`config.mk`:
```
export PLATFORM = sky130hd
export DESIGN_NAME = mdr_mem_if_flat
export DESIGN_NICKNAME = d
export VERILOG_FILES = /design/src/rtl/mdr_mem_if_if.sv /design/src/rtl/mdr_mem_if.sv /design/src/flat_wrapper.sv
export SDC_FILE = /design/constraint.sdc
export NUM_CORES = 1
export LEC_CHECK = 0
export CORE_MARGIN = 4
export CORE_UTILIZATION = 35
export DETAILED_ROUTE_END_ITERATION = 7
export GPL_TIMING_DRIVEN = 0
export MAX_ROUTING_LAYER = met4
export PLACE_DENSITY = 0.7
export SLEW_MARGIN = 5
export SYNTH_ARGS = -nofsm -noshare
export SYNTH_HDL_FRONTEND = slang
export SYNTH_SLANG_ARGS = --single-unit
export TNS_END_PERCENT = 5
```
`constraint.sdc`:
```
create_clock -name clock -period 5.27 [get_ports clock]
set_input_delay 1.054 -clock clock [delete_from_list [all_inputs] [get_ports clock]]
set_output_delay 1.054 -clock clock [all_outputs]
set_load 0.005 [all_outputs]
```
`src/rtl/mdr_mem_if_if.sv`:
```
// ---------------------------------------------------------------------------
// mdr_mem_if_if
// Memory-side handshake bundle used by mdr_mem_if.
//   mem_req   : request, held until ack or abort (master -> memory)
//   mem_we    : 1 = write, meaningful only while mem_req is high
//   mem_addr  : word address (ADDR_W bits), mirrors MAR
//   mem_wdata : write data, mirrors MDR
//   mem_rdata : read data, valid only together with mem_ack (memory -> master)
//   mem_ack   : one-cycle completion strobe (memory -> master)
// Modports: master (the MAR/MDR block), slave (the memory model).
// ---------------------------------------------------------------------------
interface mdr_mem_if_if #(
    parameter int ADDR_W = 9
);
    logic              mem_req;
    logic              mem_we;
    logic [ADDR_W-1:0] mem_addr;
    logic [31:0]       mem_wdata;
    logic [31:0]       mem_rdata;
    logic              mem_ack;

    modport master (
        output mem_req, mem_we, mem_addr, mem_wdata,
        input  mem_rdata, mem_ack
    );

    modport slave (
        input  mem_req, mem_we, mem_addr, mem_wdata,
        output mem_rdata, mem_ack
    );
endinterface

```
`src/rtl/mdr_mem_if.sv`:
```
// ---------------------------------------------------------------------------
// mdr_mem_if
// Holds MAR and MDR for the processor bus and runs a single-outstanding
// read/write handshake with memory.
//   clock, clear       : clock and synchronous active-high reset
//   BusMuxOut          : bus value loaded into MAR (low ADDR_W bits) / MDR
//   MARin, MDRin       : load strobes (honoured only in IDLE)
//   rd_start, wr_start : one-cycle start pulses (read wins if both)
//   BusMuxInMDR        : MDR contents, always driven
//   busy, done, err    : status; done pulses for one cycle, err with done
//   mem                : memory handshake bundle (master side)
// Optional feature macro: MEM_TIMEOUT_EN. When defined, a wait longer than
// TIMEOUT cycles without ack aborts the transaction with err=1. When not
// defined the block waits for ack indefinitely and err is tied low.
// ---------------------------------------------------------------------------
module mdr_mem_if #(
    parameter int ADDR_W  = 9,
    parameter int TIMEOUT = 16
) (
    input  logic         clock,
    input  logic         clear,
    input  logic [31:0]  BusMuxOut,
    input  logic         MARin,
    input  logic         MDRin,
    input  logic         rd_start,
    input  logic         wr_start,
    output logic [31:0]  BusMuxInMDR,
    output logic         busy,
    output logic         done,
    output logic         err,
    mdr_mem_if_if.master mem
);
    typedef enum logic [1:0] {
        S_IDLE    = 2'd0,
        S_RD_WAIT = 2'd1,
        S_WR_WAIT = 2'd2,
        S_DONE    = 2'd3
    } state_t;

    if (TIMEOUT < 2 || TIMEOUT > 255) begin : g_timeout_range
        $error("mdr_mem_if: TIMEOUT must lie in 2..255");
    end

    state_t            state_q;
    logic [ADDR_W-1:0] mar_q;
    logic [31:0]       mdr_q;
    logic              req_q;
    logic              we_q;
    logic              busy_q;
    logic              done_q;

`ifdef MEM_TIMEOUT_EN
    // Last counter value before abort: wait cycles 1..TIMEOUT see 0..TIMEOUT-1.
    localparam logic [7:0] CNT_LAST = 8'(TIMEOUT - 1);
    logic [7:0] cnt_q;
    logic       err_q;
`endif

    always_ff @(posedge clock) begin
        if (clear) begin
            state_q <= S_IDLE;
            mar_q   <= '0;
            mdr_q   <= '0;
            req_q   <= 1'b0;
            we_q    <= 1'b0;
            busy_q  <= 1'b0;
            done_q  <= 1'b0;
`ifdef MEM_TIMEOUT_EN
            cnt_q   <= 8'd0;
            err_q   <= 1'b0;
`endif
        end else begin
            case (state_q)
                S_IDLE: begin
                    // Loads land on the same edge as a start, so the
                    // transaction sees the freshly loaded MAR/MDR.
                    if (MARin) mar_q <= BusMuxOut[ADDR_W-1:0];
                    if (MDRin) mdr_q <= BusMuxOut;
                    if (rd_start) begin
                        state_q <= S_RD_WAIT;
                        req_q   <= 1'b1;
                        we_q    <= 1'b0;
                        busy_q  <= 1'b1;
`ifdef MEM_TIMEOUT_EN
                        cnt_q   <= 8'd0;
`endif
                    end else if (wr_start) begin
                        state_q <= S_WR_WAIT;
                        req_q   <= 1'b1;
                        we_q    <= 1'b1;
                        busy_q  <= 1'b1;
`ifdef MEM_TIMEOUT_EN
                        cnt_q   <= 8'd0;
`endif
                    end
                end

                S_RD_WAIT, S_WR_WAIT: begin
                    if (mem.mem_ack) begin
                        if (state_q == S_RD_WAIT) mdr_q <= mem.mem_rdata;
                        state_q <= S_DONE;
                        req_q   <= 1'b0;
                        we_q    <= 1'b0;
                        done_q  <= 1'b1;
`ifdef MEM_TIMEOUT_EN
                        err_q   <= 1'b0;
                    end else if (cnt_q == CNT_LAST) begin
                        // Abort: MAR/MDR untouched, report through err.
                        state_q <= S_DONE;
                        req_q   <= 1'b0;
                        we_q    <= 1'b0;
                        done_q  <= 1'b1;
                        err_q   <= 1'b1;
                    end else begin
                        cnt_q   <= cnt_q + 8'd1;
`endif
                    end
                end

                S_DONE: begin
                    state_q <= S_IDLE;
                    busy_q  <= 1'b0;
                    done_q  <= 1'b0;
`ifdef MEM_TIMEOUT_EN
                    err_q   <= 1'b0;
`endif
                end

                default: begin
                    state_q <= S_IDLE;
                end
            endcase
        end
    end

    assign BusMuxInMDR   = mdr_q;
    assign mem.mem_addr  = mar_q;
    assign mem.mem_wdata = mdr_q;
    assign mem.mem_req   = req_q;
    assign mem.mem_we    = we_q;
    assign busy          = busy_q;
    assign done          = done_q;
`ifdef MEM_TIMEOUT_EN
    assign err           = err_q;
`else
    assign err           = 1'b0;
`endif
endmodule
```
`src/flat_wrapper.sv`:
```
// flat-port wrapper written by rule: the top's interface ports become plain ports
module mdr_mem_if_flat 
#(
    parameter int ADDR_W  = 9,
    parameter int TIMEOUT = 16
)
  (clock, clear, BusMuxOut, MARin, MDRin, rd_start, wr_start, BusMuxInMDR, busy, done, err, mem_mem_req, mem_mem_we, mem_mem_addr, mem_mem_wdata, mem_mem_rdata, mem_mem_ack);
  mdr_mem_if_if #(.ADDR_W(ADDR_W)) mem_i ();
  input  logic clock;
  input  logic clear;
  input  logic [31:0] BusMuxOut;
  input  logic MARin;
  input  logic MDRin;
  input  logic rd_start;
  input  logic wr_start;
  output logic [31:0] BusMuxInMDR;
  output logic busy;
  output logic done;
  output logic err;
  output wire logic [$bits(mem_i.mem_req)-1:0] mem_mem_req;
  output wire logic [$bits(mem_i.mem_we)-1:0] mem_mem_we;
  output wire logic [$bits(mem_i.mem_addr)-1:0] mem_mem_addr;
  output wire logic [$bits(mem_i.mem_wdata)-1:0] mem_mem_wdata;
  input wire logic [$bits(mem_i.mem_rdata)-1:0] mem_mem_rdata;
  input wire logic [$bits(mem_i.mem_ack)-1:0] mem_mem_ack;
  assign mem_mem_req = mem_i.mem_req;
  assign mem_mem_we = mem_i.mem_we;
  assign mem_mem_addr = mem_i.mem_addr;
  assign mem_mem_wdata = mem_i.mem_wdata;
  assign mem_i.mem_rdata = mem_mem_rdata;
  assign mem_i.mem_ack = mem_mem_ack;
  mdr_mem_if #(.ADDR_W(ADDR_W), .TIMEOUT(TIMEOUT)) u_core (.clock(clock), .clear(clear), .BusMuxOut(BusMuxOut), .MARin(MARin), .MDRin(MDRin), .rd_start(rd_start), .wr_start(wr_start), .BusMuxInMDR(BusMuxInMDR), .busy(busy), .done(done), .err(err), .mem(mem_i));
endmodule
```
* After elaboration in Yosys (flattened, before gate mapping)
Cells that the tools add are included.
Cells by class: $lt $le $gt $ge 0, div/mod/pow operators 0, shift operators 0, muxes and demuxes 17, bitwise logic cells 0, $mul 0, eq/ne operators 7, reductions and logical operators 11, add/subtract/negate cells 0
Operators with widths (count):
- 32-bit 2-to-1 mux | 3
- 32-bit case mux with 2 select lines | 1
- 1-bit case mux with 2 select lines | 4
- 2-bit AND reduction | 4
- 2-bit 2-to-1 mux | 3
- 2-bit case mux with 3 select lines | 1
- 2-bit nonzero test | 3
- 1-bit 2-to-1 mux | 5
- 2-bit equality test (second input constant) | 2
- 2-bit inequality test (second input constant) | 2
- 4-bit AND reduction | 1
- 3-bit inequality test (second input constant) | 1
- 3-bit AND reduction | 1
- 2-bit by 1-bit equality test with 1-bit output (second input constant) | 1
- 2-bit logical NOT | 1
- 2-bit by 1-bit inequality test with 1-bit output (second input constant) | 1
- 2-bit OR reduction | 1
Storage, ports and cells: register bits 47, ROM bits 0, output and inout bits 78, memory bits (writable) 0, memories kept 0, bits of input ports 71, latch bits 0, logic and storage cells 42

* Depth between registers and ports, before layout
Gate-level depths: netlist (run 1).
word-level depth 4, mapped depth 7, mapped depth without buffers 5

* Worst setup path after synthesis (run 1)
No wires, ideal clock.
kind input -> register, start in mem_mem_ack, end reg u_core.mdr_q[15], in the netlist u_core.BusMuxInMDR[15], setup slack 3.144 ns, stages 5, library setup time 0.081 ns, data arrival time 2.045 ns, data required time 5.189 ns, buffers on the path 2, path through nor2b_1 > clkbuf_1 > clkbuf_1 > nor4_1 > a211oi_2
Between the ends: longest elaborated chain between the ends 2
Ends and longest elaborated chain:
- start, declared | line flat_wrapper.sv:25 | input wire logic [$bits(mem_i.mem_ack)-1:0] mem_mem_ack;
- 2-bit inequality test (no source line)
- 4-bit AND reduction (no source line)
- end signal, assigned | line mdr_mem_if.sv:78 | if (MDRin) mdr_q <= BusMuxOut;
- end signal, assigned | line mdr_mem_if.sv:100 | if (state_q == S_RD_WAIT) mdr_q <= mem.mem_rdata;
- end, declared | line mdr_mem_if.sv:46 | logic [31:0] mdr_q;
Every way passes these cells. A chain may end at the register's enable or synchronous reset.

* Worst setup path in the final report (run 1)
start in mem_mem_ack, end reg u_core.mdr_q[28], in the netlist u_core.BusMuxInMDR[28]
The elaborated chain is that of the path after synthesis.

==> metrics, run 1 <==
Final Net Count 525; fin. max-slew vios 0; slew margin rel. 0.511; crit-path leading delay family buffers and inverters; WP data required 5500 ps; top cells by area, synth dfxtp_1, a211oi_2, mux2_2, buf_4, nor4_1; average size of a mapped cell 9.21 sq um; final wirelength 7910 um; Synth Area in XOR/XNOR 0; critical path type in -> reg; cell area after placement 0.00432 sq mm; slowest stage delay, CP 480 ps; die area 0.00932 sq mm; mux share of post-synthesis cell area 0.139; initial antenna violation count 0; Post-Synth Adder-Cell Area 0.0182; RSZ-0062 raised after global routing no; share of the synthesized area in the top cell type 0.343; routed len/inst 14.3 um; Worst Hold Class reg -> reg; Lkg Pwr 1.62 nW; Area growth syn-to-layout 60.6%; multi-input logic area 0.00130 sq mm; post-synthesis register bit count 47; DRT Pass-1 Iters 5; Top FF cell, synth dfxtp_1; minimum clock period 2630 ps; max-cap viol count 0; Net Count, Synth 373; Mapped Area 0.00274 sq mm; Skew-Pair Late Insertion Delay 300 ps; Routed Antenna Nets 0; crit share post-route 0.499; Die Ht 96.5 um; final design utilization 0.573; placed cells 545; ANT cells 0; htree depth 2; CTS tree done; Post-Synth Simple-Gate Area 0.127; DRC errors left 0; largest family of logic cells by synthesized area compound AO/OA/AOI/OAI gates; Seq/Total Area, Yosys 0.343; Data arrival, critical path 2860 ps; final hold vios 0; via count 2576; Synth async-reset ratio 0; Remaining Overflow, GRT 0; core area 0.00769 sq mm; crit path cell chain clkdlybuf4s50_1 > nor2b_1 > clkbuf_1 > buf_1 > nor4_1 > a211oi_2; total CTS buffers 5; cells after synthesis 298; WP buf/inv 3; final setup skew 4.79 ps; PD cells 601 mW/mm^2; Sum Neg Setup Slack 0 ps; Max Freq 0.380 GHz; setup violators final 0; vias in the first global route 2539; share of cells above drive strength 1 0.239; CP max FO 10; Total GRT Usage 0.171; clock root buffer clkbuf_8; clk sinks 47; Critical-path top delay cell clkdlybuf4s50_1; Port Buffer Count 145; EDFF count, synth 0; largest net degree at the start of global routing 15; top-count cell post-synth dfxtp_1; Cell variety after synth 27; Initial DRC Count 60; Resized cells post-CTS 0; width of the chip 96.5 um; gpl congestion 0.757; Initial Util 0.357; status finished clean; Clock Tree Buf Depth 2; detailed placement HPWL 6440 um; post-route cell area 0.00441 sq mm; register area 941 sq um; non-filler cells, final 553; clock slew at reported path FFs 90 ps; first-pass GRT wire length 12200 um; Worst Setup End Kind register; post-cts hold buffer count 0; Syn. warnings 0; synth cell count leaders dfxtp_1, inv_1, buf_4, mux2_2, nor4_1; Worst VDD drop 0.238 mV; Final Power 2.65 mW; Synth area leader dfxtp_1; Vias/cell 4.66; fill cell total of the finished layout 722; Tightest Pin Transition 732 ps; Compound-Gate Fraction of Synth Area 0.189; io pins 149; setup bufs post-CTS 0; row count 32; CP startpoint kind input pin
==> final timing paths <==
kind / slack (ps) / from / end / cells after the start
hold / removal: 460 / u_core.mem.mem_addr[2] / u_core.mem.mem_addr[2] / 2
setup reg to reg: 2940 / u_core.state_q[1] / u_core.BusMuxInMDR[28] / 7
setup / recovery: 2640 / mem_mem_ack / u_core.BusMuxInMDR[28] / 6
hold reg to reg: 460 / u_core.mem.mem_addr[2] / u_core.mem.mem_addr[2] / 2
==> final cells by class <==
class,count,share of cell area
sequential,47,0.213
multi-input combinational,157,0.295
inverter,35,0.0298
clock inverter,2,0.00284
timing repair buffer,145,0.329
tap,102,0.0290
buffer,59,0.0840
clock buffer,6,0.0165
==> worst reg2reg max path, stage by stage, from the launching register on <==
cell	delay [ps]
dfxtp_1	390
inv_1	80
ha_1	320
buf_2	260
buf_1	410
mux2_2	390
nor4_1	260
a211oi_2	80
==> report_power, final <==
group	internal [mW]	leakage, nW	switching [mW]	total, mW
Clock	0.0929	0.0412	0.122	0.215
Sequential	0.511	0.388	0.114	0.625
Combinational	1.06	1.19	0.748	1.81
Total	1.66	1.62	0.984	2.65
==> logic make-up (layout without fill, tap and decap cells) <==
group / Yosys count / in the layout
AO/OA/AOI/OAI: 56 / 56
adder cells (fa/ha/maj): 4 / 4
buffers and inverters: 94 / 247
flip-flops: 47 / 47
multiplexers: 34 / 34
other: 1 / 1
AND/OR/NAND/NOR: 62 / 62
==> through the flow <==
step                      hold slack, ps  worst slack, ps
after floorplan                      453             3140
after global placement               443             2340
after detailed placement             451             2310
after CTS                            467             2620
after global routing                 481             2390
final                                462             2640
==> registers in the layout, indices dropped and copies added, names as in the netlist <==
signal / flops
u_core.BusMuxInMDR: 32
u_core.done: 1
u_core.mem.mem_req: 1
u_core.mem.mem_we: 1
u_core.state_q: 2
u_core.busy: 1
u_core.mem.mem_addr: 9
==> cell usage in the layout (no fill, tap or decap), drive strengths merged, types with 11 or more instances in the layout <==
| cell | Yosys | layout |
|---|---|---|
| buf | 44 | 44 |
| dfxtp | 47 | 47 |
| mux2 | 32 | 32 |
| a21oi | 15 | 15 |
| nor4 | 32 | 32 |
| nand2 | 11 | 11 |
| clkdlybuf4s50 | 0 | 145 |
| inv | 35 | 35 |
| a211oi | 32 | 32 |
| clkbuf | 15 | 21 |
==> layer usage <==
metal / wire length [um] / global-route usage
met5: 0 / -
met1: 3370 / 0.210
met3: 412 / 0.0209
met4: 174 / 0.0643
met2: 3950 / 0.287
No activity file was read; power rests on OpenSTA's default activity.
==> run 2, diff against run 1 <==
clock period = 2.6 ns   (was 5.27 ns; I/O delays follow)
==> results of run 2 <==
Same layout as run 1 (identical final DEF). Status: finished clean.
Among the figures that moved: setup slack after placement 2310 ps -> 176 ps; setup slack after layout 2640 ps -> 275 ps; start point of the critical path mem_mem_ack -> u_core.state_q[1]; register-to-register setup slack 2940 ps -> 270 ps; total power 2.65 mW -> 5.37 mW; worst IR drop on VDD 0.238 mV -> 0.482 mV
==> run 3, diff against run 2 <==
SETUP_SLACK_MARGIN = 0.5   (was not set)
==> run 3 against run 2 <==
  * First-iteration DRC count shrank 3.3%
  * Sequential power is essentially flat
  * Clock skew shrank 2.1 ps
  * Cell area grew 2.5%
  * Clock power is essentially flat
  * Critical path type unchanged
  * Highest routed layer unchanged
==> metrics, run 3 (same netlist as run 1, synthesis figures left out) <==
Lkg Pwr 1.65 nW (was 1.62 nW); Hold Path Stages 2 (unchanged); largest net degree at the start of global routing 15 (unchanged); crit share post-route 0.806 (was 0.894); Max Freq 0.477 GHz (was 0.430 GHz); Port Buffer Count 145 (unchanged); PD cells 1240 mW/mm^2 (was 1220 mW/mm^2); Initial Util 0.357 (unchanged); crit path cell chain inv_1 > ha_2 > buf_2 > mux2_2 > nor4_1 > a211oi_2 (was inv_1 > ha_1 > buf_2 > buf_1 > mux2_2 > nor4_1 > a211oi_2); ANT cells 0 (unchanged); Tightest Pin Transition 712 ps (was 732 ps); width of the chip 96.5 um (unchanged); Resized cells post-CTS 2 (was 0); first-pass GRT wire length 12200 um (unchanged); DRT Pass-1 Iters 4 (was 5); setup violators final 0 (unchanged); Sum Neg Setup Slack 0 ps (unchanged); Final Power 5.59 mW (was 5.37 mW); via count 2601 (was 2576); setup bufs post-CTS 0 (unchanged); gr busiest metal met2 (unchanged); die area 0.00932 sq mm (unchanged); final setup skew 2.65 ps (was 4.79 ps); CP max FO 10 (unchanged); routed len/inst 14.6 um (was 14.3 um); slew margin rel. 0.525 (was 0.511); detailed placement HPWL 6440 um (unchanged); share of cells above drive strength 1 0.286 (was 0.239); worst hold slack 460 ps (was 462 ps); crit-path leading delay family flip-flops (was buffers and inverters); initial antenna violation count 0 (unchanged); Worst VDD drop 0.515 mV (was 0.482 mV); slowest stage delay, CP 390 ps (was 410 ps); Total GRT Usage 0.171 (unchanged); CP startpoint kind register (unchanged); row count 32 (unchanged); WP buf/inv 2 (was 3); M2 GR Usage 0.287 (unchanged); htree depth 2 (unchanged); R2R depth 6 (was 7); io pins 149 (unchanged); M1 GR Usage 0.210 (unchanged); commonest non-fill, non-tap cell in the layout clkdlybuf4s50_1 (unchanged); Remaining Overflow, GRT 0 (unchanged); Skew-Pair Late Insertion Delay 300 ps (about the same); final hold vios 0 (unchanged); Final Net Count 525 (unchanged); Die Ht 96.5 um (unchanged); Vias/cell 4.70 (was 4.66); minimum clock period 2100 ps (was 2330 ps); fin. max-slew vios 0 (unchanged); CTS tree done (unchanged); Largest register FFs 32 (unchanged); clock slew at reported path FFs 90 ps (about the same); Area growth syn-to-layout 64.7% (was 60.6%); WP data required 2770 ps (about the same); Worst Hold Class reg -> reg (unchanged); post-cts hold buffer count 0 (unchanged); RSZ-0062 raised after global routing yes (was no); final wirelength 8090 um (was 7910 um); max-cap viol count 0 (unchanged); Worst Setup End Kind register (unchanged); critical path type reg -> reg (unchanged); total CTS buffers 5 (unchanged); Clock Tree Buf Depth 2 (unchanged); met3 GRT Util 0.0209 (unchanged); vias in the first global route 2539 (unchanged); WP depth 6 (was 7); status finished clean (unchanged); DRC errors left 0 (unchanged); Routed Antenna Nets 0 (unchanged); most frequent cells in the layout clkdlybuf4s50_1, dfxtp_1, buf_4 (was clkdlybuf4s50_1, dfxtp_1, inv_1); core area 0.00769 sq mm (unchanged); Initial DRC Count 58 (was 60); Critical-path top delay cell dfxtp_1 (was buf_1); fill cell total of the finished layout 702 (was 722); clock root buffer clkbuf_8 (unchanged); clk sinks 47 (unchanged); gpl congestion 0.757 (unchanged); Data arrival, critical path 2260 ps (was 2490 ps)
==> run 3: cell count changes in the layout (fill, tap and decap cells not counted), moves of 2 or more <==
cell / change
nor4_1: -12
clkbuf_1: -4
clkbuf_4: +2
clkbuf_2: +3
nor4_2: +12
buf_4: +3
buf_1: -3
==> run 3: worst reg2reg max path, delay by kind of cell (launching register included) <==
| kind | cells | cell delay, ps |
|---|---|---|
| mux | 1 | 370 |
| fa+ha+maj | 1 | 370 |
| simple gates | 1 | 370 |
| buf+inv | 2 | 370 |
| compound gates | 1 | 80 |
| flops | 1 | 390 |
==> run 3: final cells by class <==
cell class | instances | area (sq um) | area share
timing repair buffer | 145 | 1450 | 0.321
tap | 102 | 128 | 0.0282
clock buffer | 6 | 72.6 | 0.0161
clock inverter | 2 | 12.5 | 0.00277
sequential | 47 | 941 | 0.208
buffer | 59 | 392 | 0.0867
multi-input combinational | 157 | 1390 | 0.308
inverter | 35 | 131 | 0.0291
==> run 3: final timing paths <==
path	from	end	slack (ps)
worst max-delay path	u_core.state_q[1]	u_core.BusMuxInMDR[7]	500
worst min-delay path	u_core.mem.mem_addr[7]	u_core.mem.mem_addr[7]	460
worst max register to register	u_core.state_q[1]	u_core.BusMuxInMDR[7]	500
worst min register to register	u_core.mem.mem_addr[7]	u_core.mem.mem_addr[7]	460
==> run 3: per-layer routing <==
metal,share of wire,vias to the layer above,wire (um)
li1,-,1317,-
met1,0.42,1200,3390
met3,0.051,11,412
met5,0,-,0
met4,0.021,0,173
met2,0.51,73,4110
==> run 3: power by group <==
part	switching, mW	leakage (nW)	internal [mW]	total, mW
sequential	0.234	0.388	1.04	1.27
clock	0.248	0.0412	0.188	0.437
combinational	1.62	1.22	2.26	3.88
total	2.10	1.65	3.49	5.59
==> run 3: per-stage QoR <==
| stage | utilization | std cells | worst slack (ps) | instance area (sq um) |
|---|---|---|---|---|
| after floorplan | - | 298 | 616 | 2740 |
| after global routing | 0.588 | 553 | 449 | 4520 |
| after CTS | 0.574 | 553 | 389 | 4410 |
| after global placement | 0.562 | 545 | 200 | 4320 |
| after detailed placement | 0.562 | 545 | 176 | 4320 |
| final | 0.588 | 553 | 504 | 4520 |
